File: src/rtl/eco32_core_lsu_pkg.sv
// Shared LSU definitions: default page-written-table dimensions and the
// write-back scan state encoding.
package eco32_core_lsu_pkg;

  localparam int unsigned PWT_PAGE_ADDR_WIDTH = 32'd5;
  localparam int unsigned PWT_TID_WIDTH       = 32'd1;
  localparam int unsigned PWT_WID_WIDTH       = 32'd1;

  typedef enum logic [1:0] {
    SCAN_IDLE  = 2'd0,
    SCAN_SCAN  = 2'd1,
    SCAN_OFFER = 2'd2,
    SCAN_DONE  = 2'd3
  } pwt_scan_state_e;

endpackage

File: src/rtl/eco32_core_lsu_dcu_pwt_if.sv
// Bus bundle of the page-written table: store-hit set/query, refill clear,
// and the write-back scan handshake.
interface eco32_core_lsu_dcu_pwt_if
  import eco32_core_lsu_pkg::*;
#(
  parameter int unsigned PAGE_ADDR_WIDTH = PWT_PAGE_ADDR_WIDTH,
  parameter int unsigned TID_WIDTH       = PWT_TID_WIDTH,
  parameter int unsigned WID_WIDTH       = PWT_WID_WIDTH
) ();

  logic                       i_wen;
  logic [TID_WIDTH-1:0]       i_tid;
  logic [WID_WIDTH-1:0]       i_wid;
  logic [PAGE_ADDR_WIDTH-1:0] i_page;
  logic [WID_WIDTH-1:0]       i_cr_wid;
  logic                       o_pwf;

  logic                       w_clr;
  logic                       w_wen;
  logic [TID_WIDTH-1:0]       w_tid;
  logic [WID_WIDTH-1:0]       w_wid;
  logic [PAGE_ADDR_WIDTH-1:0] w_page;

  logic                       s_req;
  logic [TID_WIDTH-1:0]       s_tid;
  logic [WID_WIDTH-1:0]       s_wid;
  logic                       s_busy;
  logic                       o_scan_vld;
  logic [PAGE_ADDR_WIDTH-1:0] o_scan_page;
  logic                       s_rdy;
  logic                       o_scan_done;

  modport master (
    output i_wen, i_tid, i_wid, i_page, i_cr_wid,
    output w_clr, w_wen, w_tid, w_wid, w_page,
    output s_req, s_tid, s_wid, s_rdy,
    input  o_pwf, s_busy, o_scan_vld, o_scan_page, o_scan_done
  );

  modport slave (
    input  i_wen, i_tid, i_wid, i_page, i_cr_wid,
    input  w_clr, w_wen, w_tid, w_wid, w_page,
    input  s_req, s_tid, s_wid, s_rdy,
    output o_pwf, s_busy, o_scan_vld, o_scan_page, o_scan_done
  );

endinterface

File: src/rtl/eco32_core_lsu_dcu_pwt_scan.sv
// Write-back scan of one thread/way: walks pages 0..P-1 once, offers each dirty
// page until accepted and requests its auto-clear. Used when
// ECO32_CORE_LSU_DCU_PWT_SCAN_EN is defined.
module eco32_core_lsu_dcu_pwt_scan
  import eco32_core_lsu_pkg::*;
#(
  parameter int unsigned PAGE_ADDR_WIDTH = PWT_PAGE_ADDR_WIDTH,
  parameter int unsigned TID_WIDTH       = PWT_TID_WIDTH,
  parameter int unsigned WID_WIDTH       = PWT_WID_WIDTH
) (
  input  logic                       clk,
  input  logic                       rst,
  input  logic                       s_req_i,
  input  logic [TID_WIDTH-1:0]       s_tid_i,
  input  logic [WID_WIDTH-1:0]       s_wid_i,
  input  logic                       s_rdy_i,
  input  logic                       flag_i,
  output logic                       clr_o,
  output logic [TID_WIDTH-1:0]       tid_o,
  output logic [WID_WIDTH-1:0]       wid_o,
  output logic [PAGE_ADDR_WIDTH-1:0] page_o,
  output logic                       busy_o,
  output logic                       vld_o,
  output logic [PAGE_ADDR_WIDTH-1:0] vld_page_o,
  output logic                       done_o
);

  localparam logic [PAGE_ADDR_WIDTH-1:0] LAST_PAGE = '1;

  pwt_scan_state_e            state_q, state_d;
  logic [PAGE_ADDR_WIDTH-1:0] cnt_q, cnt_d;
  logic [TID_WIDTH-1:0]       tid_q, tid_d;
  logic [WID_WIDTH-1:0]       wid_q, wid_d;
  logic                       clr_s;
  logic                       busy_q, vld_q, done_q;
  logic [PAGE_ADDR_WIDTH-1:0] vld_page_q;

  // Next-state, counter advance and auto-clear request.
  always_comb begin
    state_d = state_q;
    cnt_d   = cnt_q;
    tid_d   = tid_q;
    wid_d   = wid_q;
    clr_s   = 1'b0;
    case (state_q)
      SCAN_IDLE: begin
        if (s_req_i) begin
          tid_d   = s_tid_i;
          wid_d   = s_wid_i;
          cnt_d   = '0;
          state_d = SCAN_SCAN;
        end else begin
          state_d = SCAN_IDLE;
        end
      end
      SCAN_SCAN: begin
        if (flag_i) begin
          state_d = SCAN_OFFER;
        end else if (cnt_q == LAST_PAGE) begin
          state_d = SCAN_DONE;
        end else begin
          cnt_d = cnt_q + PAGE_ADDR_WIDTH'(1);
        end
      end
      SCAN_OFFER: begin
        if (s_rdy_i) begin
          clr_s = 1'b1;
          if (cnt_q == LAST_PAGE) begin
            state_d = SCAN_DONE;
          end else begin
            cnt_d   = cnt_q + PAGE_ADDR_WIDTH'(1);
            state_d = SCAN_SCAN;
          end
        end else begin
          state_d = SCAN_OFFER;
        end
      end
      SCAN_DONE: state_d = SCAN_IDLE;
      default:   state_d = SCAN_IDLE;
    endcase
  end

  // State, latched target and registered handshake outputs.
  always_ff @(posedge clk or posedge rst) begin
    if (rst) begin
      state_q    <= SCAN_IDLE;
      cnt_q      <= '0;
      tid_q      <= '0;
      wid_q      <= '0;
      busy_q     <= 1'b0;
      vld_q      <= 1'b0;
      vld_page_q <= '0;
      done_q     <= 1'b0;
    end else begin
      state_q    <= state_d;
      cnt_q      <= cnt_d;
      tid_q      <= tid_d;
      wid_q      <= wid_d;
      busy_q     <= (state_d != SCAN_IDLE);
      vld_q      <= (state_d == SCAN_OFFER);
      vld_page_q <= (state_d == SCAN_OFFER) ? cnt_d : '0;
      done_q     <= (state_d == SCAN_DONE);
    end
  end

  assign clr_o      = clr_s;
  assign tid_o      = tid_q;
  assign wid_o      = wid_q;
  assign page_o     = cnt_q;
  assign busy_o     = busy_q;
  assign vld_o      = vld_q;
  assign vld_page_o = vld_page_q;
  assign done_o     = done_q;

endmodule

File: src/rtl/eco32_core_lsu_dcu_pwt.sv
// Page-written table: one dirty flag per [tid][wid][page] with registered query.
// Write-back scan engine present only when ECO32_CORE_LSU_DCU_PWT_SCAN_EN is defined.
module eco32_core_lsu_dcu_pwt
  import eco32_core_lsu_pkg::*;
#(
  parameter int unsigned PAGE_ADDR_WIDTH = PWT_PAGE_ADDR_WIDTH,
  parameter int unsigned TID_WIDTH       = PWT_TID_WIDTH,
  parameter int unsigned WID_WIDTH       = PWT_WID_WIDTH
) (
  input  logic                   clk,
  input  logic                   rst,
  eco32_core_lsu_dcu_pwt_if.slave bus
);

  localparam int unsigned IDX_W   = TID_WIDTH + WID_WIDTH + PAGE_ADDR_WIDTH;
  localparam int unsigned N_FLAGS = 32'd1 << IDX_W;

  logic [N_FLAGS-1:0] flag_q, flag_d;
  logic               pwf_q;
  logic [IDX_W-1:0]   set_idx_s, clr_idx_s, qry_idx_s, scan_idx_s;
  logic               scan_clr_s;

  assign set_idx_s = {bus.i_tid, bus.i_wid, bus.i_page};
  assign clr_idx_s = {bus.w_tid, bus.w_wid, bus.w_page};
  assign qry_idx_s = {bus.i_tid, bus.i_cr_wid, bus.i_page};

  // Per-entry update: refill clear wins over store set, which wins over scan clear.
  always_comb begin
    flag_d = flag_q;
    for (int k = 0; k < N_FLAGS; k++) begin
      if (bus.w_clr && bus.w_wen && (clr_idx_s == IDX_W'(k))) begin
        flag_d[k] = 1'b0;
      end else if (bus.i_wen && (set_idx_s == IDX_W'(k))) begin
        flag_d[k] = 1'b1;
      end else if (scan_clr_s && (scan_idx_s == IDX_W'(k))) begin
        flag_d[k] = 1'b0;
      end else begin
        flag_d[k] = flag_q[k];
      end
    end
  end

  // Flag storage; the query reads the post-update value so same-cycle writes show through.
  always_ff @(posedge clk or posedge rst) begin
    if (rst) begin
      flag_q <= '0;
      pwf_q  <= 1'b0;
    end else begin
      flag_q <= flag_d;
      pwf_q  <= flag_d[qry_idx_s];
    end
  end

  assign bus.o_pwf = pwf_q;

`ifdef ECO32_CORE_LSU_DCU_PWT_SCAN_EN
  logic [TID_WIDTH-1:0]       scan_tid_s;
  logic [WID_WIDTH-1:0]       scan_wid_s;
  logic [PAGE_ADDR_WIDTH-1:0] scan_page_s;

  assign scan_idx_s = {scan_tid_s, scan_wid_s, scan_page_s};

  eco32_core_lsu_dcu_pwt_scan #(
    .PAGE_ADDR_WIDTH (PAGE_ADDR_WIDTH),
    .TID_WIDTH       (TID_WIDTH),
    .WID_WIDTH       (WID_WIDTH)
  ) u_scan (
    .clk        (clk),
    .rst        (rst),
    .s_req_i    (bus.s_req),
    .s_tid_i    (bus.s_tid),
    .s_wid_i    (bus.s_wid),
    .s_rdy_i    (bus.s_rdy),
    .flag_i     (flag_q[scan_idx_s]),
    .clr_o      (scan_clr_s),
    .tid_o      (scan_tid_s),
    .wid_o      (scan_wid_s),
    .page_o     (scan_page_s),
    .busy_o     (bus.s_busy),
    .vld_o      (bus.o_scan_vld),
    .vld_page_o (bus.o_scan_page),
    .done_o     (bus.o_scan_done)
  );
`else
  logic unused_scan_s;

  assign unused_scan_s   = ^{bus.s_req, bus.s_tid, bus.s_wid, bus.s_rdy};
  assign scan_clr_s      = 1'b0;
  assign scan_idx_s      = '0;
  assign bus.s_busy      = 1'b0;
  assign bus.o_scan_vld  = 1'b0;
  assign bus.o_scan_page = '0;
  assign bus.o_scan_done = 1'b0;
`endif

endmodule

File: src/flat_wrapper.sv
// flat-port wrapper written by rule: the top's interface ports become plain ports
module eco32_core_lsu_dcu_pwt_flat import eco32_core_lsu_pkg::*;
#(
  parameter int unsigned PAGE_ADDR_WIDTH = PWT_PAGE_ADDR_WIDTH,
  parameter int unsigned TID_WIDTH       = PWT_TID_WIDTH,
  parameter int unsigned WID_WIDTH       = PWT_WID_WIDTH
)
  (clk, rst, bus_i_wen, bus_i_tid, bus_i_wid, bus_i_page, bus_i_cr_wid, bus_w_clr, bus_w_wen, bus_w_tid, bus_w_wid, bus_w_page, bus_s_req, bus_s_tid, bus_s_wid, bus_s_rdy, bus_o_pwf, bus_s_busy, bus_o_scan_vld, bus_o_scan_page, bus_o_scan_done);
  eco32_core_lsu_dcu_pwt_if #(.PAGE_ADDR_WIDTH(PAGE_ADDR_WIDTH), .TID_WIDTH(TID_WIDTH), .WID_WIDTH(WID_WIDTH)) bus_i ();
  input  logic clk;
  input  logic rst;
  input wire logic [$bits(bus_i.i_wen)-1:0] bus_i_wen;
  input wire logic [$bits(bus_i.i_tid)-1:0] bus_i_tid;
  input wire logic [$bits(bus_i.i_wid)-1:0] bus_i_wid;
  input wire logic [$bits(bus_i.i_page)-1:0] bus_i_page;
  input wire logic [$bits(bus_i.i_cr_wid)-1:0] bus_i_cr_wid;
  input wire logic [$bits(bus_i.w_clr)-1:0] bus_w_clr;
  input wire logic [$bits(bus_i.w_wen)-1:0] bus_w_wen;
  input wire logic [$bits(bus_i.w_tid)-1:0] bus_w_tid;
  input wire logic [$bits(bus_i.w_wid)-1:0] bus_w_wid;
  input wire logic [$bits(bus_i.w_page)-1:0] bus_w_page;
  input wire logic [$bits(bus_i.s_req)-1:0] bus_s_req;
  input wire logic [$bits(bus_i.s_tid)-1:0] bus_s_tid;
  input wire logic [$bits(bus_i.s_wid)-1:0] bus_s_wid;
  input wire logic [$bits(bus_i.s_rdy)-1:0] bus_s_rdy;
  output wire logic [$bits(bus_i.o_pwf)-1:0] bus_o_pwf;
  output wire logic [$bits(bus_i.s_busy)-1:0] bus_s_busy;
  output wire logic [$bits(bus_i.o_scan_vld)-1:0] bus_o_scan_vld;
  output wire logic [$bits(bus_i.o_scan_page)-1:0] bus_o_scan_page;
  output wire logic [$bits(bus_i.o_scan_done)-1:0] bus_o_scan_done;
  assign bus_i.i_wen = bus_i_wen;
  assign bus_i.i_tid = bus_i_tid;
  assign bus_i.i_wid = bus_i_wid;
  assign bus_i.i_page = bus_i_page;
  assign bus_i.i_cr_wid = bus_i_cr_wid;
  assign bus_i.w_clr = bus_w_clr;
  assign bus_i.w_wen = bus_w_wen;
  assign bus_i.w_tid = bus_w_tid;
  assign bus_i.w_wid = bus_w_wid;
  assign bus_i.w_page = bus_w_page;
  assign bus_i.s_req = bus_s_req;
  assign bus_i.s_tid = bus_s_tid;
  assign bus_i.s_wid = bus_s_wid;
  assign bus_i.s_rdy = bus_s_rdy;
  assign bus_o_pwf = bus_i.o_pwf;
  assign bus_s_busy = bus_i.s_busy;
  assign bus_o_scan_vld = bus_i.o_scan_vld;
  assign bus_o_scan_page = bus_i.o_scan_page;
  assign bus_o_scan_done = bus_i.o_scan_done;
  eco32_core_lsu_dcu_pwt #(.PAGE_ADDR_WIDTH(PAGE_ADDR_WIDTH), .TID_WIDTH(TID_WIDTH), .WID_WIDTH(WID_WIDTH)) u_core (.clk(clk), .rst(rst), .bus(bus_i));
endmodule
File: config.mk
export PLATFORM = sky130hd
export DESIGN_NAME = eco32_core_lsu_dcu_pwt_flat
export DESIGN_NICKNAME = d
export VERILOG_FILES = /design/src/rtl/eco32_core_lsu_pkg.sv /design/src/rtl/eco32_core_lsu_dcu_pwt_if.sv /design/src/rtl/eco32_core_lsu_dcu_pwt_scan.sv /design/src/rtl/eco32_core_lsu_dcu_pwt.sv /design/src/flat_wrapper.sv
export SDC_FILE = /design/constraint.sdc
export NUM_CORES = 1
export LEC_CHECK = 0
export BUFFER_PORTS_ARGS = -buffer_cell sky130_fd_sc_hd__buf_2
export CAP_MARGIN = 15
export CORE_MARGIN = 1.5
export CORE_UTILIZATION = 45
export DETAILED_ROUTE_END_ITERATION = 12
export GPL_ROUTABILITY_DRIVEN = 0
export GPL_TIMING_DRIVEN = 0
export PLACE_DENSITY = 0.68
export SKIP_CTS_REPAIR_TIMING = 1
export SLEW_MARGIN = 20
export SYNTH_ARGS = -nofsm -noshare
export SYNTH_HDL_FRONTEND = slang
export SYNTH_HIERARCHICAL = 1
export SYNTH_SLANG_ARGS = --single-unit
File: constraint.sdc
create_clock -name clk -period 5.33 [get_ports clk]
set_input_delay 1.066 -clock clk [delete_from_list [all_inputs] [get_ports clk]]
set_output_delay 1.066 -clock clk [all_outputs]
set_load 0.02 [all_outputs]
# Word level (Yosys, flattened, before mapping)
# Index checks and enable logic that the tools add are counted.
# word_totals
register_bits	129
output_inout_bits	9
wordCells	774
# classes
n_lt_le_gt_ge	1
n_eq_ne	254
muxes	258
n_reduce_logical	259
# ops
cell	count
$eq 7x7->1 const B	128
$eq 7x6->1 const B	64
$logic_and 1x1->1	257
$mux 1	257
$eq 7x5->1 const B	32
$eq 7x4->1 const B	16
$eq 7x3->1 const B	8
$eq 7x2->1 const B	4
$eq 7x1->1 const B	2
$logic_not 7->1	2
$lt 7x8->1 const B	1
$bmux 1 s7	1

# Longest topological paths before layout
# Gate-level depths: netlist (run 1).
# depth
depth_word	6
mapped_depth	11

# Least setup slack after synthesis (run 1)
# No wires, ideal clock.
# synth_path
kind	input to register
start	input port bus_w_page[3]
end	register u_core.pwf_q, in the netlist u_core/bus.o_pwf
setup_time_ns	0.126
t_arrival_ns	3.029
required_ns	5.204
slack_ns	2.175
cell_stages	10
path_cell_list	buf_6 and4bb_4 and2_4 buf_6 a21oi_2 or4b_4 a221oi_2 and3_1 a41oi_1 o32a_1
# synth_between
elab_chain_cells	5
# synth_rtl
item	line	text
start: declaration	flat_wrapper.sv:21	input wire logic [$bits(bus_i.w_page)-1:0] bus_w_page;
$eq 7x1->1 (tied with other cells)	eco32_core_lsu_dcu_pwt.sv:31	if (bus.w_clr && bus.w_wen && (clr_idx_s == IDX_W'(k))) begin
$logic_and 1x1->1	eco32_core_lsu_dcu_pwt.sv:31	
$mux 1	eco32_core_lsu_dcu_pwt.sv:31	
$bmux 1 s7 *	eco32_core_lsu_dcu_pwt.sv:50	pwf_q <= flag_d[qry_idx_s];
$mux 1 (not written as such) *	eco32_core_lsu_dcu_pwt.sv:50	
end signal: assignment	eco32_core_lsu_dcu_pwt.sv:50	
end: declaration	eco32_core_lsu_dcu_pwt.sv:19	logic pwf_q;
# Every way passes the cells marked *; elsewhere a longest branch is shown, timed or not. The select of a mux whose other input is x is not followed.

# Final worst setup path (run 1)
# layout_path
start	input port bus_w_page[0]
end	register u_core.pwf_q, in the netlist u_core/bus.o_pwf
# layout_between
elab_chain_cells	5
# layout_rtl
item	line	text
$eq 7x5->1	eco32_core_lsu_dcu_pwt.sv:31	
$logic_and 1x1->1	eco32_core_lsu_dcu_pwt.sv:31	
$mux 1	eco32_core_lsu_dcu_pwt.sv:31	
net u_core.flag_d[25]	eco32_core_lsu_dcu_pwt.sv:18	logic [N_FLAGS-1:0] flag_q, flag_d;
$bmux 1 s7	eco32_core_lsu_dcu_pwt.sv:50	
$mux 1 (not written as such)	eco32_core_lsu_dcu_pwt.sv:50	
# The timed path passes the listed nets, and every way through them passes these cells. The select of a mux whose other input is x is not followed.

==> run_summary.xml, run 1 <==
<?xml version="1.0" encoding="UTF-8"?>
<metrics>
  <group name="pwr">
    <metric name="clock_power_share" unit="%">43.8</metric>
    <metric name="power_report.internal_total" unit="mW">2.05</metric>
    <metric name="totalPowerFinal" unit="mW">2.82</metric>
    <metric name="power_frac_seq" unit="%">41.0</metric>
    <metric name="leakage_power_of_the_design" unit="nW">3.42</metric>
    <metric name="peakVddDrop" unit="V">0.000218</metric>
    <metric name="power.share.combinational" unit="%">15.2</metric>
    <metric name="switchingPower" unit="uW">773</metric>
    <metric name="switching_share" unit="%">27.4</metric>
    <metric name="power_density" unit="mW/mm^2">354</metric>
  </group>
  <group name="synthesis">
    <metric name="synth_flop_cell" unit="">sky130_fd_sc_hd__dfrtp_1</metric>
    <metric name="yosys_cell_types" unit="">66</metric>
    <metric name="postSynth.asyncResetShare" unit="%">100</metric>
    <metric name="ffs_latches_synth" unit="">129</metric>
    <metric name="synth_largest_type_area_fraction" unit="%">46.4</metric>
    <metric name="ys_seq_area_share" unit="%">46.4</metric>
    <metric name="post-synth-top-area-cell" unit="">sky130_fd_sc_hd__dfrtp_1</metric>
    <metric name="synthMostInstantiatedCell" unit="">sky130_fd_sc_hd__a21oi_1</metric>
    <metric name="synth_top_cells_by_area" unit="">sky130_fd_sc_hd__dfrtp_1 (46%), sky130_fd_sc_hd__a21oi_1 (18%), sky130_fd_sc_hd__a31oi_1 (3.3%)</metric>
    <metric name="syn-mean-instance-area" unit="um^2">9.42</metric>
    <metric name="yosys_warnings" unit="">6</metric>
    <metric name="syn_inst" unit="">738</metric>
    <metric name="synth-edff-count" unit="">0</metric>
    <metric name="synth_area" unit="mm^2">0.00695</metric>
    <metric name="synth.top_cells.by_count" unit="">sky130_fd_sc_hd__a21oi_1 (245), sky130_fd_sc_hd__dfrtp_1 (129), sky130_fd_sc_hd__clkbuf_1 (39)</metric>
  </group>
  <group name="floorplan">
    <metric name="die_y" unit="um">127</metric>
    <metric name="floorplan.rows" unit="">45</metric>
    <metric name="top_level_ports" unit="">33</metric>
    <metric name="coreArea" unit="mm^2">0.0151</metric>
    <metric name="floorplan.initialDensity" unit="%">45.9</metric>
    <metric name="design.die.area" unit="mm^2">0.0162</metric>
    <metric name="floorplan.die.width" unit="um">127</metric>
  </group>
  <group name="global_route">
    <metric name="grt_pass1_vias" unit="">6471</metric>
    <metric name="grt_start_max_net_pins" unit="">84</metric>
    <metric name="wire_length_of_the_first_global_routing_pass" unit="um">37500</metric>
    <metric name="remaining_overflow_grt" unit="">0</metric>
    <metric name="initial_antenna_violation_count" unit="">0</metric>
    <metric name="grt.total_usage" unit="%">30.7</metric>
  </group>
  <group name="sta">
    <metric name="final_period_minus_worst_setup_slack" unit="ps">3610</metric>
    <metric name="setup_failing_eps_final" unit="">0</metric>
    <metric name="fin_crit_sh" unit="%">67.7</metric>
    <metric name="max_freq" unit="MHz">277</metric>
    <metric name="final_max_slew_viol_count" unit="">0</metric>
    <metric name="count_of_final_hold_check_violations" unit="">0</metric>
    <metric name="setup_total_negative_slack" unit="ps">0</metric>
    <metric name="clock-skew-final" unit="ps">3.53</metric>
    <metric name="rsz0062_at_grt" unit="">false</metric>
    <metric name="relSlewSlack" unit="%">21.5</metric>
    <metric name="worst_pin_slew" unit="ps">1170</metric>
  </group>
  <group name="detailed_routing">
    <metric name="drc" unit="">0</metric>
    <metric name="detailroute.via_count" unit="">6775</metric>
    <metric name="routedWlPerCell" unit="um">24.6</metric>
    <metric name="detailed_route_vias_per_instance" unit="">6.89</metric>
    <metric name="drt_first_pass_iters" unit="">7</metric>
    <metric name="drt_first_iter_violations" unit="">1167</metric>
    <metric name="wire_length_after_detailed_routing" unit="um">24200</metric>
    <metric name="antenna_left" unit="">0</metric>
  </group>
  <group name="setup_path">
    <metric name="slowest_stage" unit="">sky130_fd_sc_hd__nor3_1</metric>
    <metric name="critical-path-top-delay-family" unit="">simple AND/OR/NAND/NOR gates</metric>
    <metric name="worstPathRequired" unit="ps">5630</metric>
    <metric name="slowest_delay" unit="ps">930</metric>
    <metric name="path_depth" unit="">9</metric>
    <metric name="cp-start-kind" unit="">input pin</metric>
    <metric name="path_class" unit="">in -&gt; reg</metric>
    <metric name="cp_cell_sequence" unit="">buf_2, buf_4, nand2b_1, nor3_1, a21oi_1, mux4_2, o211ai_1, a32oi_1, o32a_1</metric>
    <metric name="rr_worst_depth" unit="">7</metric>
    <metric name="critPathMaxFanout" unit="">10</metric>
    <metric name="critical_path_sink_type" unit="">register</metric>
    <metric name="worstPathBufferInverterCount" unit="">2</metric>
    <metric name="timing.critical_path.arrival" unit="ps">3910</metric>
  </group>
  <group name="worst_hold_path">
    <metric name="hold_path.class" unit="">reg -&gt; reg</metric>
    <metric name="hold_critical_path_depth" unit="">2</metric>
  </group>
  <group name="placement">
    <metric name="post-place-cells" unit="">951</metric>
    <metric name="number_of_buffer_cells_added_on_primary_ports" unit="">17</metric>
    <metric name="place_hpwl" unit="um">16800</metric>
  </group>
  <group name="run">
    <metric name="drv_cap" unit="">0</metric>
  </group>
  <group name="clocking">
    <metric name="tritoncts_num_sinks" unit="">129</metric>
    <metric name="clock_network_latency_to_the_later_pin_of_the_worst_skew_pair" unit="ps">430</metric>
    <metric name="tritoncts_buffers" unit="">17</metric>
    <metric name="path_clk_slew" unit="ps">60</metric>
    <metric name="cts_tree" unit="">done</metric>
    <metric name="cts.path.max_buffers" unit="">2</metric>
    <metric name="clock-root-buffer" unit="">sky130_fd_sc_hd__clkbuf_16</metric>
    <metric name="cts.htree.levels" unit="">4</metric>
  </group>
  <group name="final_layout">
    <metric name="antennaDiodeCount" unit="">0</metric>
    <metric name="final_cell_count_no_fill" unit="">983</metric>
    <metric name="syn_to_final_growth" unit="%">14.6</metric>
    <metric name="area_occupied_by_registers" unit="mm^2">0.00323</metric>
    <metric name="final_core_util" unit="%">52.6</metric>
    <metric name="footprint_of_the_multi_input_gates" unit="mm^2">0.00332</metric>
    <metric name="num-fill-cells" unit="">1324</metric>
    <metric name="layout-drive-gt1-share" unit="%">17.1</metric>
    <metric name="final_nets" unit="">806</metric>
  </group>
  <group name="status">
    <metric name="outcome" unit="">completed</metric>
  </group>
</metrics>
[layer usage]
layer / up-vias / global-route usage, % / part of all wire [%]
met5: - / 0 / 0
met4: 0 / 17.0 / 4.5
met3: 101 / 5.82 / 11
met2: 514 / 47.3 / 46
met1: 3300 / 41.0 / 39
li1: 2860 / - / -
[cell usage in the layout, fill, tap and decap left out, types with 4 or more instances in the layout]
cell type / count
sky130_fd_sc_hd__clkbuf_1: 39
sky130_fd_sc_hd__nand2_1: 19
sky130_fd_sc_hd__nand4_1: 4
sky130_fd_sc_hd__nor3_2: 6
sky130_fd_sc_hd__a31oi_1: 37
sky130_fd_sc_hd__mux2i_1: 6
sky130_fd_sc_hd__and4_1: 4
sky130_fd_sc_hd__nand2b_1: 4
sky130_fd_sc_hd__o21ai_0: 25
sky130_fd_sc_hd__nor2b_1: 5
sky130_fd_sc_hd__buf_1: 4
sky130_fd_sc_hd__and3_1: 6
sky130_fd_sc_hd__and2_1: 10
sky130_fd_sc_hd__nor4_1: 5
sky130_fd_sc_hd__nor4b_1: 5
sky130_fd_sc_hd__mux2_2: 5
sky130_fd_sc_hd__clkinv_2: 4
sky130_fd_sc_hd__dfrtp_1: 129
sky130_fd_sc_hd__and4b_1: 9
sky130_fd_sc_hd__a22oi_1: 12
sky130_fd_sc_hd__nor4_2: 5
sky130_fd_sc_hd__nor3_1: 10
sky130_fd_sc_hd__nor4bb_1: 6
sky130_fd_sc_hd__and4bb_2: 4
sky130_fd_sc_hd__clkinvlp_4: 4
sky130_fd_sc_hd__buf_4: 14
sky130_fd_sc_hd__nor2_1: 23
sky130_fd_sc_hd__a21oi_1: 245
sky130_fd_sc_hd__inv_1: 4
sky130_fd_sc_hd__o211ai_1: 5
sky130_fd_sc_hd__buf_2: 41
sky130_fd_sc_hd__clkbuf_16: 17
sky130_fd_sc_hd__bufinv_16: 4
sky130_fd_sc_hd__mux4_2: 8
sky130_fd_sc_hd__conb_1: 8
[stage by stage]
step	hold slack [ps]	setup slack (ps)	cell area [um^2]
floorplan	475	823	6980
CTS	525	1850	7970
detailed placement	511	1400	7340
finish	524	1720	7970
global placement	500	-535	7300
global route	544	1610	7970
[kinds of logic (layout without fill, tap and decap cells)]
kind of cell           after synthesis  after routing  synth area share (%)
buffers and inverters               91            141                  6.42
multiplexers                        19             19                  4.26
AND/OR/NAND/NOR                    146            146                  14.8
other                                1              8                0.0539
flip-flops                         129            129                  46.4
AO/OA/AOI/OAI                      352            352                  28.1
[sequential cells by signal (all words and copies together) (netlist names)]
register	count
u_core/flag_q	128
u_core/bus.o_pwf	1
[path summary, 6_finish.rpt]
path	from	endpoint	slack, ps
worst min register to register	u_core/flag_q[108]	u_core/flag_q[108]	520
worst min-delay path	u_core/flag_q[108]	u_core/flag_q[108]	520
worst max register to register	u_core/flag_q[110]	u_core/bus.o_pwf	3000
max in group asynchronous	rst	u_core/flag_q[86]	3900
min in group asynchronous	rst	u_core/flag_q[111]	660
worst max-delay path	bus_w_page[0]	u_core/bus.o_pwf	1720
[layout make-up]
type | count | share of cell area, %
Sequential cell | 129 | 40.5
Tap cell | 188 | 2.95
Clock buffer | 18 | 5.51
Multi-Input combinational cell | 525 | 41.6
Clock inverter | 14 | 2.35
Inverter | 7 | 0.392
Buffer | 84 | 5.27
Timing Repair Buffer | 18 | 1.41
[worst min-delay path, stage by stage (launching register included)]
cell and delay, ps:
sky130_fd_sc_hd__dfrtp_1 340, sky130_fd_sc_hd__a21oi_1 40, sky130_fd_sc_hd__a21oi_1 100
[power by group through the flow]
stage / clock network, mW / logic (mW) / registers [mW]
after floorplan: 0 / 0.293 / 1.16
final: 1.24 / 0.429 / 1.16
after global routing: 1.29 / 0.464 / 1.17
after CTS: 1.25 / 0.415 / 1.15
after global placement: 0 / 0.393 / 1.17
after detailed placement: 0 / 0.413 / 1.17
No activity file was read; power rests on OpenSTA's default activity.
==> run 2, diff against run 1 <==
==> constraint.sdc (replaced) <==
create_clock -name clk -period 3.5 [get_ports clk]
set_input_delay 0.7 -clock clk [delete_from_list [all_inputs] [get_ports clk]]
set_output_delay 0.7 -clock clk [all_outputs]
set_load 0.02 [all_outputs]
==> run 2 against run 1 <==
  * Clock skew rose by 5.6 ps
  * First-iteration DRC count fell by 12%
  * Highest routed layer unchanged
  * Utilization rose by 0.13 points
  * Routed wire length rose by 2.7%
  * Final cell count rose by 0.20%
  * Hold slack got worse by 140 ps
  * Register-to-register slack got worse by 1900 ps
  * Combinational power rose by 55%
  * Total power rose by 52%
  * Design area rose by 0.25%
==> run_summary.xml, run 2 (synthesized netlist as in run 1, its figures left out) <==
<?xml version="1.0" encoding="UTF-8"?>
<metrics>
  <group name="global_route">
    <metric name="grt.total_usage" unit="%">31.5</metric>
    <metric name="wire_length_of_the_first_global_routing_pass" unit="um">38300</metric>
    <metric name="grt_pass1_vias" unit="">6564</metric>
    <metric name="grt_start_max_net_pins" unit="">36</metric>
    <metric name="gr-usage-met3" unit="%">7.91</metric>
    <metric name="remaining_overflow_grt" unit="">0</metric>
    <metric name="globalRouteMet2Util" unit="%">48.1</metric>
    <metric name="initial_antenna_violation_count" unit="">0</metric>
    <metric name="grt_util_met1" unit="%">41.6</metric>
    <metric name="globalRoute.busiestLayer" unit="">met2</metric>
  </group>
  <group name="detailed_routing">
    <metric name="detailed_route_vias_per_instance" unit="">6.91</metric>
    <metric name="detailroute.via_count" unit="">6804</metric>
    <metric name="drt_first_iter_violations" unit="">1032</metric>
    <metric name="wire_length_after_detailed_routing" unit="um">24900</metric>
    <metric name="drt_first_pass_iters" unit="">5</metric>
    <metric name="routedWlPerCell" unit="um">25.2</metric>
    <metric name="antenna_left" unit="">0</metric>
    <metric name="drc" unit="">0</metric>
  </group>
  <group name="final_layout">
    <metric name="final_nets" unit="">808</metric>
    <metric name="antennaDiodeCount" unit="">0</metric>
    <metric name="largest_reg_flops" unit="">128</metric>
    <metric name="mostFrequentLayoutCells" unit="">sky130_fd_sc_hd__a21oi_1 (245), sky130_fd_sc_hd__dfrtp_1 (129), sky130_fd_sc_hd__clkbuf_1 (45)</metric>
    <metric name="mostFrequentLayoutCell" unit="">sky130_fd_sc_hd__a21oi_1</metric>
    <metric name="finalInstanceArea" unit="mm^2">0.00799</metric>
    <metric name="final_core_util" unit="%">52.8</metric>
    <metric name="largest-register" unit="">u_core/flag_q</metric>
    <metric name="syn_to_final_growth" unit="%">14.9</metric>
    <metric name="layout-drive-gt1-share" unit="%">16.6</metric>
  </group>
  <group name="sta">
    <metric name="final_max_slew_viol_count" unit="">0</metric>
    <metric name="worst_pin_slew" unit="ps">1140</metric>
    <metric name="final_period_minus_worst_setup_slack" unit="ps">3360</metric>
    <metric name="relSlewSlack" unit="%">23.1</metric>
    <metric name="max_freq" unit="MHz">298</metric>
    <metric name="setup_failing_eps_final" unit="">0</metric>
    <metric name="rsz0062_at_grt" unit="">false</metric>
    <metric name="fin_crit_sh" unit="%">96.0</metric>
    <metric name="clock-skew-final" unit="ps">9.14</metric>
    <metric name="count_of_final_hold_check_violations" unit="">0</metric>
    <metric name="fin_hold_ws" unit="ps">382</metric>
  </group>
  <group name="pwr">
    <metric name="power_density" unit="mW/mm^2">538</metric>
    <metric name="peakVddDrop" unit="V">0.000335</metric>
    <metric name="leakage_power_of_the_design" unit="nW">3.42</metric>
  </group>
  <group name="floorplan">
    <metric name="floorplan.die.width" unit="um">127</metric>
    <metric name="floorplan.rows" unit="">45</metric>
    <metric name="floorplan.initialDensity" unit="%">45.9</metric>
    <metric name="top_level_ports" unit="">33</metric>
    <metric name="coreArea" unit="mm^2">0.0151</metric>
    <metric name="design.die.area" unit="mm^2">0.0162</metric>
    <metric name="die_y" unit="um">127</metric>
  </group>
  <group name="placement">
    <metric name="number_of_buffer_cells_added_on_primary_ports" unit="">17</metric>
    <metric name="place_hpwl" unit="um">17300</metric>
    <metric name="placement.cell_area" unit="mm^2">0.00737</metric>
  </group>
  <group name="setup_path">
    <metric name="critPathMaxFanout" unit="">10</metric>
    <metric name="path_class" unit="">in -&gt; reg</metric>
    <metric name="critical_path_sink_type" unit="">register</metric>
    <metric name="timing.critical_path.arrival" unit="ps">3710</metric>
    <metric name="cp-start-kind" unit="">input pin</metric>
    <metric name="worstPathRequired" unit="ps">3850</metric>
  </group>
  <group name="run">
    <metric name="drv_cap" unit="">0</metric>
  </group>
  <group name="clocking">
    <metric name="tritoncts_buffers" unit="">17</metric>
    <metric name="cts.htree.levels" unit="">4</metric>
    <metric name="clock-root-buffer" unit="">sky130_fd_sc_hd__clkbuf_16</metric>
    <metric name="tritoncts_num_sinks" unit="">129</metric>
    <metric name="path_clk_slew" unit="ps">60</metric>
    <metric name="cts.path.max_buffers" unit="">2</metric>
    <metric name="clock_network_latency_to_the_later_pin_of_the_worst_skew_pair" unit="ps">430</metric>
    <metric name="cts_tree" unit="">done</metric>
  </group>
  <group name="worst_hold_path">
    <metric name="hold_path.class" unit="">in -&gt; async</metric>
  </group>
  <group name="status">
    <metric name="outcome" unit="">completed</metric>
  </group>
</metrics>
[run 2: worst paths after layout]
kind | slack (ps) | startpoint | to | depth (start not counted)
max | 140 | bus_i_page[2] | u_core/bus.o_pwf | 10
min | 380 | rst | u_core/flag_q[76] | 2
max reg2reg | 1120 | u_core/flag_q[98] | u_core/bus.o_pwf | 7
min reg2reg | 520 | u_core/flag_q[102] | u_core/flag_q[102] | 2
max in group asynchronous | 2260 | rst | u_core/flag_q[33] | 4
min in group clk | 520 | u_core/flag_q[102] | u_core/flag_q[102] | 2
[run 2: stage by stage]
step	setup TNS [ps]	total power, mW	setup slack (ps)	std cells
floorplan	0	2.21	711	745
detailed placement	-160	2.42	-160	953
CTS	0	4.29	290	985
global route	0	4.45	176	985
finish	0	4.30	141	985
global placement	-254	2.37	-254	950
[run 2: area by class of cell]
cell class / count / area (um^2)
clock buffers: 24 / 462
inverters: 7 / 30.0
plain buffers: 84 / 420
multi-input cells: 525 / 3320
clock inverters: 8 / 154
well taps: 188 / 235
flip-flops and latches: 129 / 3230
repair buffers: 20 / 145
fillers: 1341 / 7160
[run 2: worst max-delay path, stage by stage]
cell	delay (ps)
sky130_fd_sc_hd__buf_2	110
sky130_fd_sc_hd__clkbuf_1	520
sky130_fd_sc_hd__clkbuf_1	720
sky130_fd_sc_hd__nand2_1	310
sky130_fd_sc_hd__a2111oi_0	470
sky130_fd_sc_hd__nor4b_1	130
sky130_fd_sc_hd__nand4_1	130
sky130_fd_sc_hd__nor2_1	70
sky130_fd_sc_hd__a311oi_1	310
sky130_fd_sc_hd__o32a_1	240
[run 2: layer usage]
| layer | vias to the layer above | share of wire [%] |
|---|---|---|
| met2 | 508 | 45 |
| met3 | 120 | 11 |
| li1 | 2863 | - |
| met1 | 3313 | 39 |
| met4 | 0 | 5.3 |
| met5 | - | 0 |
[run 2: power breakdown]
group,total [mW],leakage (nW),internal (mW),switching (mW)
sequential,1.76,1.71,1.69,0.0710
combinational,0.663,1.42,0.228,0.435
clock,1.87,0.293,1.21,0.659
total,4.30,3.42,3.13,1.16
==> run 3, diff against run 2 <==
--- a/config.mk
+++ b/config.mk
@@ -5,16 +5,15 @@
 export SDC_FILE = /design/constraint.sdc
 export NUM_CORES = 1
 export LEC_CHECK = 0
-export BUFFER_PORTS_ARGS = -buffer_cell sky130_fd_sc_hd__buf_2
 export CAP_MARGIN = 15
 export CORE_MARGIN = 1.5
-export CORE_UTILIZATION = 45
+export CORE_UTILIZATION = 44
 export DETAILED_ROUTE_END_ITERATION = 12
+export DONT_BUFFER_PORTS = 1
 export GPL_ROUTABILITY_DRIVEN = 0
 export GPL_TIMING_DRIVEN = 0
-export PLACE_DENSITY = 0.68
+export PLACE_DENSITY = 0.66
 export SKIP_CTS_REPAIR_TIMING = 1
-export SLEW_MARGIN = 20
 export SYNTH_ARGS = -nofsm -noshare
 export SYNTH_HDL_FRONTEND = slang
 export SYNTH_HIERARCHICAL = 1
==> run 3 against run 2 <==
  * Critical path depth did not move
  * Combinational power decreased by 4.8%
  * Clock skew is 3.4 ps lower
  * Non-clock buffer count fell by 16
  * Register-to-register slack improved by 40 ps
  * Final cell count grew 0.71%
  * Fmax is 6.7% higher
  * First-iteration DRC count is 2.2% lower
  * Routed wire length down 1.1%
  * Design area fell by 0.50%
  * Highest routed layer unchanged
==> run_summary.xml, run 3 (synthesized netlist as in run 1, its figures left out) <==
<?xml version="1.0" encoding="UTF-8"?>
<metrics>
  <group name="clocking">
    <metric name="tritoncts_num_sinks" unit="">129</metric>
    <metric name="cts.path.max_buffers" unit="">2</metric>
    <metric name="clock-root-buffer" unit="">sky130_fd_sc_hd__clkbuf_16</metric>
    <metric name="cts_tree" unit="">done</metric>
    <metric name="cts.htree.levels" unit="">4</metric>
    <metric name="clock_network_latency_to_the_later_pin_of_the_worst_skew_pair" unit="ps">430</metric>
    <metric name="tritoncts_buffers" unit="">17</metric>
    <metric name="path_clk_slew" unit="ps">60</metric>
  </group>
  <group name="global_route">
    <metric name="grt.total_usage" unit="%">31.2</metric>
    <metric name="globalRoute.busiestLayer" unit="">met2</metric>
    <metric name="globalRouteMet2Util" unit="%">47.0</metric>
    <metric name="wire_length_of_the_first_global_routing_pass" unit="um">38500</metric>
    <metric name="gr-usage-met3" unit="%">7.61</metric>
    <metric name="grt_start_max_net_pins" unit="">40</metric>
    <metric name="grt_util_met1" unit="%">41.8</metric>
    <metric name="grt_pass1_vias" unit="">6484</metric>
    <metric name="remaining_overflow_grt" unit="">0</metric>
    <metric name="initial_antenna_violation_count" unit="">0</metric>
  </group>
  <group name="sta">
    <metric name="rsz0062_at_grt" unit="">false</metric>
    <metric name="final_critical_path_setup_slack" unit="ps">350</metric>
    <metric name="setup_failing_eps_final" unit="">0</metric>
    <metric name="final_period_minus_worst_setup_slack" unit="ps">3150</metric>
    <metric name="worst_pin_slew" unit="ps">1110</metric>
    <metric name="final_max_slew_viol_count" unit="">0</metric>
    <metric name="fin_crit_sh" unit="%">90.0</metric>
    <metric name="fin_hold_ws" unit="ps">156</metric>
    <metric name="count_of_final_hold_check_violations" unit="">0</metric>
    <metric name="relSlewSlack" unit="%">25.5</metric>
    <metric name="max_freq" unit="MHz">317</metric>
    <metric name="clock-skew-final" unit="ps">5.75</metric>
  </group>
  <group name="final_layout">
    <metric name="largest-register" unit="">u_core/flag_q</metric>
    <metric name="mostFrequentLayoutCells" unit="">sky130_fd_sc_hd__a21oi_1 (245), sky130_fd_sc_hd__dfrtp_1 (129), sky130_fd_sc_hd__clkbuf_1 (39)</metric>
    <metric name="antennaDiodeCount" unit="">0</metric>
    <metric name="final_nets" unit="">792</metric>
    <metric name="final_core_util" unit="%">51.9</metric>
    <metric name="layout-drive-gt1-share" unit="%">15.4</metric>
    <metric name="largest_reg_flops" unit="">128</metric>
    <metric name="finalInstanceArea" unit="mm^2">0.00795</metric>
    <metric name="mostFrequentLayoutCell" unit="">sky130_fd_sc_hd__a21oi_1</metric>
    <metric name="syn_to_final_growth" unit="%">14.3</metric>
  </group>
  <group name="setup_path">
    <metric name="worstPathRequired" unit="ps">3800</metric>
    <metric name="critPathMaxFanout" unit="">10</metric>
    <metric name="critical-path-top-delay-family" unit="">simple AND/OR/NAND/NOR gates</metric>
    <metric name="critical_path_sink_type" unit="">register</metric>
    <metric name="cp_cell_sequence" unit="">buf_2, nor3b_2, and2_1, buf_2, a21oi_1, a22oi_1, nand3_1, nor4_1, a221oi_1, o32a_1</metric>
    <metric name="slowest_delay" unit="ps">520</metric>
    <metric name="worstPathBufferInverterCount" unit="">2</metric>
    <metric name="timing.critical_path.arrival" unit="ps">3450</metric>
    <metric name="worst_path_most_repeated_cell" unit="">sky130_fd_sc_hd__buf_2</metric>
    <metric name="slowest_stage" unit="">sky130_fd_sc_hd__nor4_1</metric>
    <metric name="path_class" unit="">in -&gt; reg</metric>
    <metric name="cp-start-kind" unit="">input pin</metric>
  </group>
  <group name="worst_hold_path">
    <metric name="hold_path.class" unit="">in -&gt; async</metric>
  </group>
  <group name="detailed_routing">
    <metric name="drt_first_iter_violations" unit="">1009</metric>
    <metric name="drt_first_pass_iters" unit="">7</metric>
    <metric name="detailroute.via_count" unit="">6696</metric>
    <metric name="drc" unit="">0</metric>
    <metric name="routedWlPerCell" unit="um">24.8</metric>
    <metric name="detailed_route_vias_per_instance" unit="">6.75</metric>
    <metric name="wire_length_after_detailed_routing" unit="um">24600</metric>
    <metric name="antenna_left" unit="">0</metric>
  </group>
  <group name="pwr">
    <metric name="totalPowerFinal" unit="mW">4.31</metric>
    <metric name="peakVddDrop" unit="V">0.000350</metric>
    <metric name="leakage_power_of_the_design" unit="nW">3.38</metric>
    <metric name="power_density" unit="mW/mm^2">542</metric>
  </group>
  <group name="placement">
    <metric name="place_hpwl" unit="um">17200</metric>
    <metric name="placement.cell_area" unit="mm^2">0.00731</metric>
    <metric name="number_of_buffer_cells_added_on_primary_ports" unit="">0</metric>
    <metric name="place_ws" unit="ps">-12.6</metric>
  </group>
  <group name="status">
    <metric name="outcome" unit="">completed</metric>
  </group>
  <group name="run">
    <metric name="drv_cap" unit="">0</metric>
  </group>
  <group name="floorplan">
    <metric name="coreArea" unit="mm^2">0.0153</metric>
    <metric name="top_level_ports" unit="">33</metric>
    <metric name="floorplan.rows" unit="">45</metric>
    <metric name="design.die.area" unit="mm^2">0.0166</metric>
    <metric name="floorplan.initialDensity" unit="%">45.4</metric>
    <metric name="die_y" unit="um">129</metric>
    <metric name="floorplan.die.width" unit="um">129</metric>
  </group>
</metrics>
run 3: changes by cell type in the layout (fill, tap and decap cells not counted), sizes merged:
| cell | previous run | this run |
|---|---|---|
| buf | 65 | 49 |
| clkbuf | 63 | 58 |
| clkinv | 3 | 7 |
| clkinvlp | 2 | 3 |
run 3: cell type report:
type	count	area [um^2]
clock buffer	19	453
tap	211	264
multi-input combinational	525	3300
clock inverter	13	185
buffer	84	420
inverter	7	30.0
sequential	129	3230
timing repair buffer	4	65.1
fill	1434	7360
run 3: path summary, 6_finish.rpt:
path,from,end,slack [ps],depth (start not counted)
max in group asynchronous,rst,u_core/flag_q[33],2530,3
max reg2reg,u_core/flag_q[110],u_core/bus.o_pwf,1160,7
min,rst,u_core/flag_q[69],160,1
min reg2reg,u_core/flag_q[99],u_core/flag_q[99],520,2
max,bus_w_tid,u_core/bus.o_pwf,350,10
min in group clk,bus_w_page[0],u_core/flag_q[98],500,2
run 3: per-layer routing:
metal | up-vias | wire length [um] | part of all wire (%)
met5 | - | 0 | 0
met4 | 0 | 1250 | 5.1
met3 | 101 | 2550 | 10
met2 | 485 | 11000 | 45
met1 | 3286 | 9830 | 40
li1 | 2824 | - | -
run 3: stage by stage:
step,cells,TNS (ps)
after floorplan,745,0
final,992,0
after detailed placement,960,-12.6
after global routing,992,0
after CTS,992,0
after global placement,956,-125
run 3: where the power goes:
part | switching [mW] | leakage (nW) | internal [mW]
Sequential | 0.0726 | 1.71 | 1.69
Clock | 0.684 | 0.309 | 1.23
Combinational | 0.410 | 1.36 | 0.221
